### config.mk
export PLATFORM = sky130hd
export DESIGN_NAME = fibonacci_decode_flat
export DESIGN_NICKNAME = d
export VERILOG_FILES = /design/src/rtl/fibonacci_decode_pkg.sv /design/src/rtl/fibonacci_decode_if.sv /design/src/rtl/fibonacci_decode_weight_gen.sv /design/src/rtl/fibonacci_decode.sv /design/src/flat_wrapper.sv
export SDC_FILE = /design/constraint.sdc
export NUM_CORES = 1
export LEC_CHECK = 0
export CAP_MARGIN = 20
export CORE_MARGIN = 3
export CORE_UTILIZATION = 40
export CTS_BUF_LIST = sky130_fd_sc_hd__clkbuf_4 sky130_fd_sc_hd__clkbuf_8
export CTS_CLUSTER_SIZE = 30
export DETAILED_ROUTE_END_ITERATION = 7
export PLACE_DENSITY = 0.66
export SYNTH_ARGS = -nofsm -noshare
export SYNTH_HDL_FRONTEND = slang
export SYNTH_SLANG_ARGS = --single-unit
### constraint.sdc
create_clock -name clk -period 12.9 [get_ports clk]
set_input_delay 2.58 -clock clk [delete_from_list [all_inputs] [get_ports clk]]
set_output_delay 2.58 -clock clk [all_outputs]
set_load 0.02 [all_outputs]
### src/rtl/fibonacci_decode_pkg.sv
// Shared widths, FSM encoding and Fibonacci weight seeds for the fibonacci_decode block.
// The weight sequence is w0=1, w1=2, w(i)=w(i-1)+w(i-2), so w31=3524578.
package fib_pkg;

    localparam int CODE_W_DEF = 32;
    localparam int BIN_W_DEF  = 16;
    localparam int ACC_W_DEF  = 24;

    typedef logic [0:0] state_t;

    localparam state_t S_IDLE = 1'b0;
    localparam state_t S_RUN  = 1'b1;

    localparam int FIB_SEED_A = 1;
    localparam int FIB_SEED_B = 2;

endpackage

### src/rtl/fibonacci_decode_if.sv
// Start/code/result bundle of the Fibonacci decoder; the decoder is the slave side.
interface fibonacci_decode_if #(
    parameter int CODE_W = fib_pkg::CODE_W_DEF,
    parameter int BIN_W  = fib_pkg::BIN_W_DEF
);

    logic              begin_f_b;
    logic [CODE_W-1:0] fibonacci_code;
    logic [BIN_W-1:0]  output_bin;
    logic              convert_done;
    logic              busy;
    logic              overflow;
    logic              adj_err;

    modport master (
        output begin_f_b,
        output fibonacci_code,
        input  output_bin,
        input  convert_done,
        input  busy,
        input  overflow,
        input  adj_err
    );

    modport slave (
        input  begin_f_b,
        input  fibonacci_code,
        output output_bin,
        output convert_done,
        output busy,
        output overflow,
        output adj_err
    );

endinterface

### src/rtl/fibonacci_decode_weight_gen.sv
// Fibonacci weight stepper: fa holds the weight of the bit currently at the shift LSB,
// fb the next weight; seeding loads (1, 2), advancing moves one position up.
module fib_weight_gen
    import fib_pkg::*;
#(
    parameter int W = ACC_W_DEF
) (
    input  logic         clk,
    input  logic         rst,
    input  logic         seed_i,
    input  logic         advance_i,
    output logic [W-1:0] fa_o,
    output logic [W-1:0] fb_o
);

    logic [W-1:0] fa_q, fa_d;
    logic [W-1:0] fb_q, fb_d;

    always_comb begin
        fa_d = fa_q;
        fb_d = fb_q;
        if (seed_i) begin
            fa_d = W'(FIB_SEED_A);
            fb_d = W'(FIB_SEED_B);
        end else if (advance_i) begin
            fa_d = fb_q;
            fb_d = fa_q + fb_q;
        end
    end

    always_ff @(posedge clk or posedge rst) begin
        if (rst) begin
            fa_q <= '0;
            fb_q <= '0;
        end else begin
            fa_q <= fa_d;
            fb_q <= fb_d;
        end
    end

    assign fa_o = fa_q;
    assign fb_o = fb_q;

endmodule

### src/rtl/fibonacci_decode.sv
// Serial Fibonacci-code to binary decoder: one code bit per cycle, LSB first, stopping as
// soon as the remaining shifted code is zero; results are held until the next completion.
module fibonacci_decode
    import fib_pkg::*;
#(
    parameter int CODE_W = CODE_W_DEF,
    parameter int BIN_W  = BIN_W_DEF,
    parameter int ACC_W  = ACC_W_DEF
) (
    input  logic               clk,
    input  logic               rst,
    fibonacci_decode_if.slave  bus
);

    state_t            state_q, state_d;
    logic [CODE_W-1:0] shift_q, shift_d;
    logic [ACC_W-1:0]  acc_q, acc_d;
    logic              prev_q, prev_d;
    logic              adj_q, adj_d;
    logic [BIN_W-1:0]  out_bin_q, out_bin_d;
    logic              ovf_q, ovf_d;
    logic              adj_err_q, adj_err_d;
    logic              done_q, done_d;

    logic              seed;
    logic              advance;
    logic [ACC_W-1:0]  fa;
    logic [ACC_W-1:0]  fb;

    fib_weight_gen #(
        .W (ACC_W)
    ) u_weight_gen (
        .clk       (clk),
        .rst       (rst),
        .seed_i    (seed),
        .advance_i (advance),
        .fa_o      (fa),
        .fb_o      (fb)
    );

    // fb only feeds the stepper itself; the datapath consumes fa alone.
    logic unused_fb;
    assign unused_fb = ^fb;

    always_comb begin
        state_d   = state_q;
        shift_d   = shift_q;
        acc_d     = acc_q;
        prev_d    = prev_q;
        adj_d     = adj_q;
        out_bin_d = out_bin_q;
        ovf_d     = ovf_q;
        adj_err_d = adj_err_q;
        done_d    = 1'b0;
        seed      = 1'b0;
        advance   = 1'b0;

        if (state_q == S_IDLE) begin
            if (bus.begin_f_b) begin
                shift_d = bus.fibonacci_code;
                acc_d   = '0;
                prev_d  = 1'b0;
                adj_d   = 1'b0;
                seed    = 1'b1;
                state_d = S_RUN;
            end
        end else begin
            if (shift_q != '0) begin
                if (shift_q[0]) begin
                    acc_d = acc_q + fa;
                end
                if (shift_q[0] && prev_q) begin
                    adj_d = 1'b1;
                end
                prev_d  = shift_q[0];
                shift_d = shift_q >> 1;
                advance = 1'b1;
            end else begin
                // Any set bit above BIN_W-1 means the sum did not fit the binary output.
                out_bin_d = acc_q[BIN_W-1:0];
                ovf_d     = |acc_q[ACC_W-1:BIN_W];
                adj_err_d = adj_q;
                done_d    = 1'b1;
                state_d   = S_IDLE;
            end
        end
    end

    always_ff @(posedge clk or posedge rst) begin
        if (rst) begin
            state_q   <= S_IDLE;
            shift_q   <= '0;
            acc_q     <= '0;
            prev_q    <= 1'b0;
            adj_q     <= 1'b0;
            out_bin_q <= '0;
            ovf_q     <= 1'b0;
            adj_err_q <= 1'b0;
            done_q    <= 1'b0;
        end else begin
            state_q   <= state_d;
            shift_q   <= shift_d;
            acc_q     <= acc_d;
            prev_q    <= prev_d;
            adj_q     <= adj_d;
            out_bin_q <= out_bin_d;
            ovf_q     <= ovf_d;
            adj_err_q <= adj_err_d;
            done_q    <= done_d;
        end
    end

    assign bus.output_bin   = out_bin_q;
    assign bus.convert_done = done_q;
    assign bus.busy         = (state_q == S_RUN);
    assign bus.overflow     = ovf_q;
    assign bus.adj_err      = adj_err_q;

endmodule

### src/flat_wrapper.sv
// flat-port wrapper written by rule: the top's interface ports become plain ports
module fibonacci_decode_flat import fib_pkg::*;
#(
    parameter int CODE_W = CODE_W_DEF,
    parameter int BIN_W  = BIN_W_DEF,
    parameter int ACC_W  = ACC_W_DEF
)
  (clk, rst, bus_begin_f_b, bus_fibonacci_code, bus_output_bin, bus_convert_done, bus_busy, bus_overflow, bus_adj_err);
  fibonacci_decode_if #(.CODE_W(CODE_W), .BIN_W(BIN_W)) bus_i ();
  input  logic clk;
  input  logic rst;
  input wire logic [$bits(bus_i.begin_f_b)-1:0] bus_begin_f_b;
  input wire logic [$bits(bus_i.fibonacci_code)-1:0] bus_fibonacci_code;
  output wire logic [$bits(bus_i.output_bin)-1:0] bus_output_bin;
  output wire logic [$bits(bus_i.convert_done)-1:0] bus_convert_done;
  output wire logic [$bits(bus_i.busy)-1:0] bus_busy;
  output wire logic [$bits(bus_i.overflow)-1:0] bus_overflow;
  output wire logic [$bits(bus_i.adj_err)-1:0] bus_adj_err;
  assign bus_i.begin_f_b = bus_begin_f_b;
  assign bus_i.fibonacci_code = bus_fibonacci_code;
  assign bus_output_bin = bus_i.output_bin;
  assign bus_convert_done = bus_i.convert_done;
  assign bus_busy = bus_i.busy;
  assign bus_overflow = bus_i.overflow;
  assign bus_adj_err = bus_i.adj_err;
  fibonacci_decode #(.CODE_W(CODE_W), .BIN_W(BIN_W), .ACC_W(ACC_W)) u_core (.clk(clk), .rst(rst), .bus(bus_i));
endmodule
==> results of run 1 <==
-- where the power goes --
| group | internal, W | switching [W] | total, W |
|---|---|---|---|
| Sequential | 0.000581 | 0.000164 | 0.000745 |
| Combinational | 0.000775 | 0.000850 | 0.00162 |
| Clock | 0.000179 | 0.000167 | 0.000346 |
-- worst paths after layout --
kind | start | to | slack (ns) | depth (start not counted)
min in group asynchronous | rst | u_core.shift_q[4] | 2.62 | 2
worst max register to register | u_core.shift_q[14] | u_core.u_weight_gen.fa_o[0] | 9.36 | 9
worst max-delay path | u_core.bus.busy | bus_busy | 8.08 | 1
worst min-delay path | u_core.prev_q | u_core.prev_q | 0.51 | 2
max in group asynchronous | rst | u_core.shift_q[9] | 8.90 | 3
worst min register to register | u_core.prev_q | u_core.prev_q | 0.51 | 2
-- final cells by class --
type | count | area share [%]
inverter | 17 | 0.804
sequential | 126 | 38.2
timing repair buffer | 57 | 6.83
tap | 225 | 3.41
clock buffer | 19 | 3.10
clock inverter | 13 | 1.68
multi-input combinational | 518 | 45.9
-- layer usage --
layer / wire, um / share of wire, % / vias up / track usage, %
met5: 0 / 0 / - / 0
met2: 7650 / 48 / 102 / 26.6
met4: 439 / 2.8 / 0 / 7.04
met1: 7110 / 45 / 2673 / 20.8
met3: 610 / 3.9 / 30 / 4.57
li1: - / - / 2631 / -
-- worst reg2reg max path: cells and delay by family, from the launching register on --
kind / cells / cell delay, ns
and+or+nand+nor: 6 / 2.03
buffers and inverters: 2 / 0.95
DFF: 1 / 0.39
AOI/OAI and AO/OA: 1 / 0.05
-- sequential cells by signal, indices dropped and copies added, names as in the netlist, 16 cells and up --
signal                    flops
u_core.u_weight_gen.fa_o     24
u_core.bus.output_bin        16
u_core.shift_q               32
u_core.acc_q                 24
u_core.u_weight_gen.fb_o     24
-- placed cells by master (no fill, tap or decap), types with 2 or more instances in the layout --
| master | synthesis | layout |
|---|---|---|
| a211oi_1 | 2 | 2 |
| a21o_1 | 27 | 27 |
| a21o_2 | 2 | 2 |
| a21oi_1 | 28 | 28 |
| a22o_1 | 46 | 46 |
| a22oi_1 | 2 | 2 |
| a31oi_1 | 9 | 9 |
| a41o_1 | 3 | 3 |
| and3_1 | 6 | 6 |
| buf_4 | 0 | 3 |
| bufinv_16 | 0 | 2 |
| clkbuf_8 | 0 | 18 |
| clkdlybuf4s50_1 | 0 | 54 |
| clkinv_2 | 0 | 4 |
| clkinv_4 | 0 | 3 |
| clkinvlp_4 | 0 | 2 |
| dfrtp_1 | 126 | 125 |
| fa_1 | 2 | 2 |
| ha_1 | 46 | 46 |
| inv_1 | 17 | 16 |
| inv_6 | 0 | 2 |
| mux2_2 | 17 | 17 |
| mux2i_1 | 32 | 32 |
| nand2_1 | 80 | 80 |
| nand3_1 | 5 | 5 |
| nand3b_1 | 2 | 2 |
| nand4_1 | 6 | 6 |
| nor2_1 | 22 | 22 |
| nor2b_1 | 5 | 4 |
| nor3_1 | 8 | 8 |
| nor4_1 | 10 | 10 |
| o21a_1 | 5 | 5 |
| o21ai_0 | 65 | 65 |
| o21ai_1 | 5 | 5 |
| o21bai_1 | 9 | 9 |
| o41ai_2 | 2 | 2 |
| or3_1 | 4 | 4 |
| xnor2_1 | 24 | 24 |
| xor2_1 | 19 | 19 |
-- per-stage QoR --
stage,total power [W],hold slack [ns]
global route,0.00294,0.527
floorplan,0.00201,0.447
global placement,0.00230,0.463
CTS,0.00272,0.511
detailed placement,0.00236,0.489
finish,0.00272,0.505
-- Yosys cell counts, types with 2 or more instances --
cell type	number	area share, %
dfrtp_1	126	44
nand2_1	80	4.2
o21ai_0	65	4.6
a22o_1	46	5.6
ha_1	46	8.1
mux2i_1	32	4.5
a21oi_1	28	2.0
clkbuf_1	28	1.5
a21o_1	27	2.8
xnor2_1	24	2.9
nor2_1	22	1.2
xor2_1	19	2.3
inv_1	17	0.89
mux2_2	17	2.7
nor4_1	10	0.88
a31oi_1	9	0.79
o21bai_1	9	0.95
nor3_1	8	0.56
and3_1	6	0.53
nand4_1	6	0.53
nand3_1	5	0.35
nor2b_1	5	0.44
o21a_1	5	0.53
o21ai_1	5	0.35
or3_1	4	0.35
a41o_1	3	0.42
buf_2	3	0.21
a211oi_1	2	0.21
a21o_2	2	0.25
a22oi_1	2	0.21
fa_1	2	0.56
nand3b_1	2	0.21
o41ai_2	2	0.46
-- logic make-up (layout without fill, tap and decap cells) --
| kind of cell | Yosys count | count (layout) | share of synthesized area [%] |
|---|---|---|---|
| multiplexers | 49 | 49 | 7.17 |
| adder cells (fa/ha/maj) | 48 | 48 | 8.62 |
| XOR/XNOR | 43 | 43 | 5.27 |
| flip-flops | 126 | 126 | 44.1 |
| AND/OR/NAND/NOR | 155 | 155 | 10.0 |
| buffers and inverters | 51 | 106 | 2.86 |
| AO/OA/AOI/OAI | 223 | 223 | 21.9 |
==> impl_metrics.json, run 1 <==
{
  "num_rows": 48,
  "multi_input_area_um2": 3790,
  "numClockSinks": 126,
  "place_inst": 943,
  "initial_core_util_pct": 41.0,
  "tns_ns": 0,
  "yosysSeqAreaShare_pct": 44.1,
  "pre_cts_slack_ns": 8.32,
  "gp_congestion": 0.822,
  "cpLargestDelayFamily": "flip-flops",
  "p_per_area_nw_per_um2": 329,
  "fin_cells": 975,
  "postRouteAntennaNets": 0,
  "setup_viol": 0,
  "cts-root-buf": "clkbuf_8",
  "power_leakage_nw": 4.06,
  "fin_area_um2": 8250,
  "die_area_um2": 19500,
  "layout.nets": 820,
  "ys_types": 61,
  "io_pins": 55,
  "core_area_um2": 17400,
  "syn_area_per_cell_um2": 10.3,
  "finalHoldViolations": 0,
  "post_drt_via_cell_ratio": 5.58,
  "crit_type": "flop to primary output",
  "status": "finished, final reports clean",
  "dpl_cell_area_um2": 7850,
  "hpwl_mm": 11.1,
  "fin_crit_ns": 4.82,
  "syn2layout_area_growth_pct": 15.5,
  "setup_slack_ns": 8.08,
  "cap_violations": 0,
  "ys_ff_latch": 126,
  "cts_tree": "done",
  "finalCritPeriodShare_pct": 37.3,
  "clk_pin_slew_ns": 0.08,
  "crit_fanout": 40,
  "drive_above_1_share_pct": 9.60,
  "insertion_delay_ns": 0.45,
  "drc": 0,
  "crit_arrival_ns": 2.24,
  "rsz0062_at_grt": "no",
  "fmax_mhz": 208,
  "grt_pass1_vias": 5367,
  "ir_worst_vdd_mv": 0.147,
  "synth_edf_count": 0,
  "chipWidth_um": 140,
  "cts_buffers": 17,
  "grt_use_total_pct": 16.5,
  "endpoint_kind": "primary output",
  "grt_max_degree": 110,
  "netlist_area_um2": 7140,
  "clockBufferDepth": 2,
  "slowest_stage": "dfrtp_2",
  "finalMaxSlewViolations": 0,
  "drt_first_pass_iters": 5,
  "grt_pass1_wl_mm": 26.2,
  "hold_buffers": 0,
  "vias": 5436,
  "overflow": 0,
  "worst_ep_required_time_ns": 10.32,
  "cp_cell_sequence": "clkdlybuf4s50_1",
  "wl_per_cell_um": 16.2,
  "syn_nets": 778,
  "hold_class": "flop to flop",
  "critPathBufInv": 1,
  "n_antenna_cell": 0,
  "syn_inst": 695,
  "worst_slew_pin_slew_ns": 1.01,
  "io_buffer_count": 54,
  "slew_headroom_pct": 32.6,
  "finClkSkew_ns": 0.0124,
  "fin_util_pct": 47.3,
  "cp-start-kind": "flop",
  "antenna_found_initial": 0,
  "synth_top_flop_cell": "dfrtp_1",
  "async_flop_share_pct": 100,
  "htreeDepth": 4,
  "cts_resized": 0,
  "drtIter0Drc": 352,
  "postCtsSetupBuffers": 0,
  "chipHeight_um": 140,
  "critPathMaxStageDelay_ns": 1.03,
  "seqCellArea_um2": 3150,
  "finalWirelength_mm": 15.8,
  "fillerInstances": 1571,
  "yosysWarningCount": 0
}
No activity file was read; power rests on OpenSTA's default activity.
==> inputs of run 2 (changes only) <==
--- a/config.mk
+++ b/config.mk
@@ -11,7 +11,7 @@
 export CTS_BUF_LIST = sky130_fd_sc_hd__clkbuf_4 sky130_fd_sc_hd__clkbuf_8
 export CTS_CLUSTER_SIZE = 30
 export DETAILED_ROUTE_END_ITERATION = 7
-export PLACE_DENSITY = 0.66
+export PLACE_DENSITY = 0.68
 export SYNTH_ARGS = -nofsm -noshare
 export SYNTH_HDL_FRONTEND = slang
 export SYNTH_SLANG_ARGS = --single-unit
==> constraint.sdc (replaced) <==
create_clock -name clk -period 3.85 [get_ports clk]
set_input_delay 0.77 -clock clk [delete_from_list [all_inputs] [get_ports clk]]
set_output_delay 0.77 -clock clk [all_outputs]
set_load 0.02 [all_outputs]
==> run 2 against run 1 <==
- register-to-register slack got worse by 8.4 ns
- non-clock buffer count increased by 3
- power increased to 3.3 times the previous value
- clock skew increased by 0.0057 ns
- sequential share of layout area decreased by 0.41 points
- clock-buffer cell count increased by 2
==> impl_metrics.json, run 2 (synthesis gave the netlist of run 1 again) <==
{
  "status": "finished, final reports clean",
  "layout.nets": 823,
  "wl_per_cell_um": 15.5,
  "num_rows": 48,
  "cts-root-buf": "clkbuf_8",
  "finClkSkew_ns": 0.0181,
  "setup_slack_ns": 0.965,
  "largest_register": "u_core.shift_q",
  "syn2layout_area_growth_pct": 16.7,
  "grt_pass1_vias": 5400,
  "finalWirelength_mm": 15.1,
  "worst_ep_required_time_ns": 4.14,
  "io_pins": 55,
  "core_area_um2": 17400,
  "drtIter0Drc": 214,
  "htreeDepth": 4,
  "die_area_um2": 19500,
  "drt_first_pass_iters": 6,
  "finalHoldViolations": 0,
  "setup_viol": 0,
  "ir_worst_vdd_mv": 0.362,
  "cts_resized": 0,
  "fmax_mhz": 347,
  "grt_max_degree": 107,
  "grt_use_total_pct": 16.1,
  "crit_arrival_ns": 3.17,
  "overflow": 0,
  "fin_cells": 977,
  "cts_tree": "done",
  "power_leakage_nw": 4.10,
  "insertion_delay_ns": 0.44,
  "place_inst": 945,
  "final_cell_mix": "125 x dfrtp_1, 80 x nand2_1, 65 x o21ai_0, 54 x clkdlybuf4s50_1",
  "grt_pass1_wl_mm": 26.1,
  "cap_violations": 0,
  "gp_congestion": 0.860,
  "n_antenna_cell": 0,
  "fin_area_um2": 8340,
  "antenna_found_initial": 0,
  "clockBufferDepth": 2,
  "hpwl_mm": 10.7,
  "rsz0062_at_grt": "no",
  "p_per_area_nw_per_um2": 1080,
  "initial_core_util_pct": 41.0,
  "chipHeight_um": 140,
  "crit_type": "flop to flop",
  "worst_slew_pin_slew_ns": 0.923,
  "drc": 0,
  "vias": 5352,
  "slew_headroom_pct": 38.5,
  "dpl_cell_area_um2": 7910,
  "io_buffer_count": 54,
  "cts_buffers": 17,
  "clk_pin_slew_ns": 0.07,
  "endpoint_kind": "flop",
  "final_common_cell": "dfrtp_1",
  "fin_crit_ns": 2.88,
  "largest_reg_flops": 32,
  "hold_buffers": 0,
  "tns_ns": 0,
  "drive_above_1_share_pct": 9.84,
  "hold_class": "flop to flop",
  "postRouteAntennaNets": 0,
  "crit_fanout": 3,
  "finalCritPeriodShare_pct": 74.9,
  "chipWidth_um": 140,
  "cp-start-kind": "flop",
  "finalMaxSlewViolations": 0,
  "power.total_w": 0.00904,
  "postCtsSetupBuffers": 0,
  "pre_cts_slack_ns": 1.00,
  "numClockSinks": 126,
  "post_drt_via_cell_ratio": 5.48
}
[run 2: final cells by class]
class / instances / area (um2)
tap: 225 / 282
inverter: 17 / 67.6
multi-input combinational: 518 / 3790
clock inverter: 10 / 113
clock buffer: 21 / 283
sequential: 126 / 3150
timing repair buffer: 60 / 643
fill: 1594 / 9080
[run 2: stage by stage]
step	hold WS, ns	utilization, %
2_1_floorplan	0.447	-
3_3_place_gp	0.461	45.4
3_5_place_dp	0.496	45.4
4_1_cts	0.512	47.7
5_1_grt	0.533	47.9
6_report	0.508	47.9
[run 2: power breakdown]
part	leakage [nW]	total [W]	internal, W	switching (W)
Combinational	2.32	0.00542	0.00262	0.00280
Sequential	1.58	0.00248	0.00195	0.000525
Clock	0.201	0.00114	0.000629	0.000515
Total	4.10	0.00904	0.00520	0.00384
[run 2: metal layers]
layer	global-route usage [%]	part of all wire, %	routed length, um
met3	3.30	2.8	429
met5	0	0	0
met2	26.0	48	7260
met4	5.61	1.9	280
met1	21.6	47	7140
[run 2: critical path: stages, from the launching register on]
cell and delay (ns):
dfrtp_1 0.40, ha_1 0.25, fa_1 0.41, a21o_1 0.19, nand4_1 0.11, nand2_2 0.10
a2111oi_4 0.45, o41ai_1 0.16, o211a_1 0.20, o41ai_2 0.24, xor2_1 0.18, o21ai_1 0.07
[run 2: path summary, 6_finish.rpt]
path,start,cells past startpoint,slack [ns],to
worst min register to register,u_core.bus.output_bin[2],1,0.51,u_core.bus.output_bin[2]
min in group asynchronous,rst,3,0.82,u_core.u_weight_gen.fb_o[23]
worst min-delay path,u_core.bus.output_bin[2],1,0.51,u_core.bus.output_bin[2]
worst max register to register,u_core.u_weight_gen.fa_o[0],11,0.97,u_core.acc_q[20]
max in group asynchronous,rst,3,2.72,u_core.bus.busy
worst max-delay path,u_core.u_weight_gen.fa_o[0],11,0.97,u_core.acc_q[20]
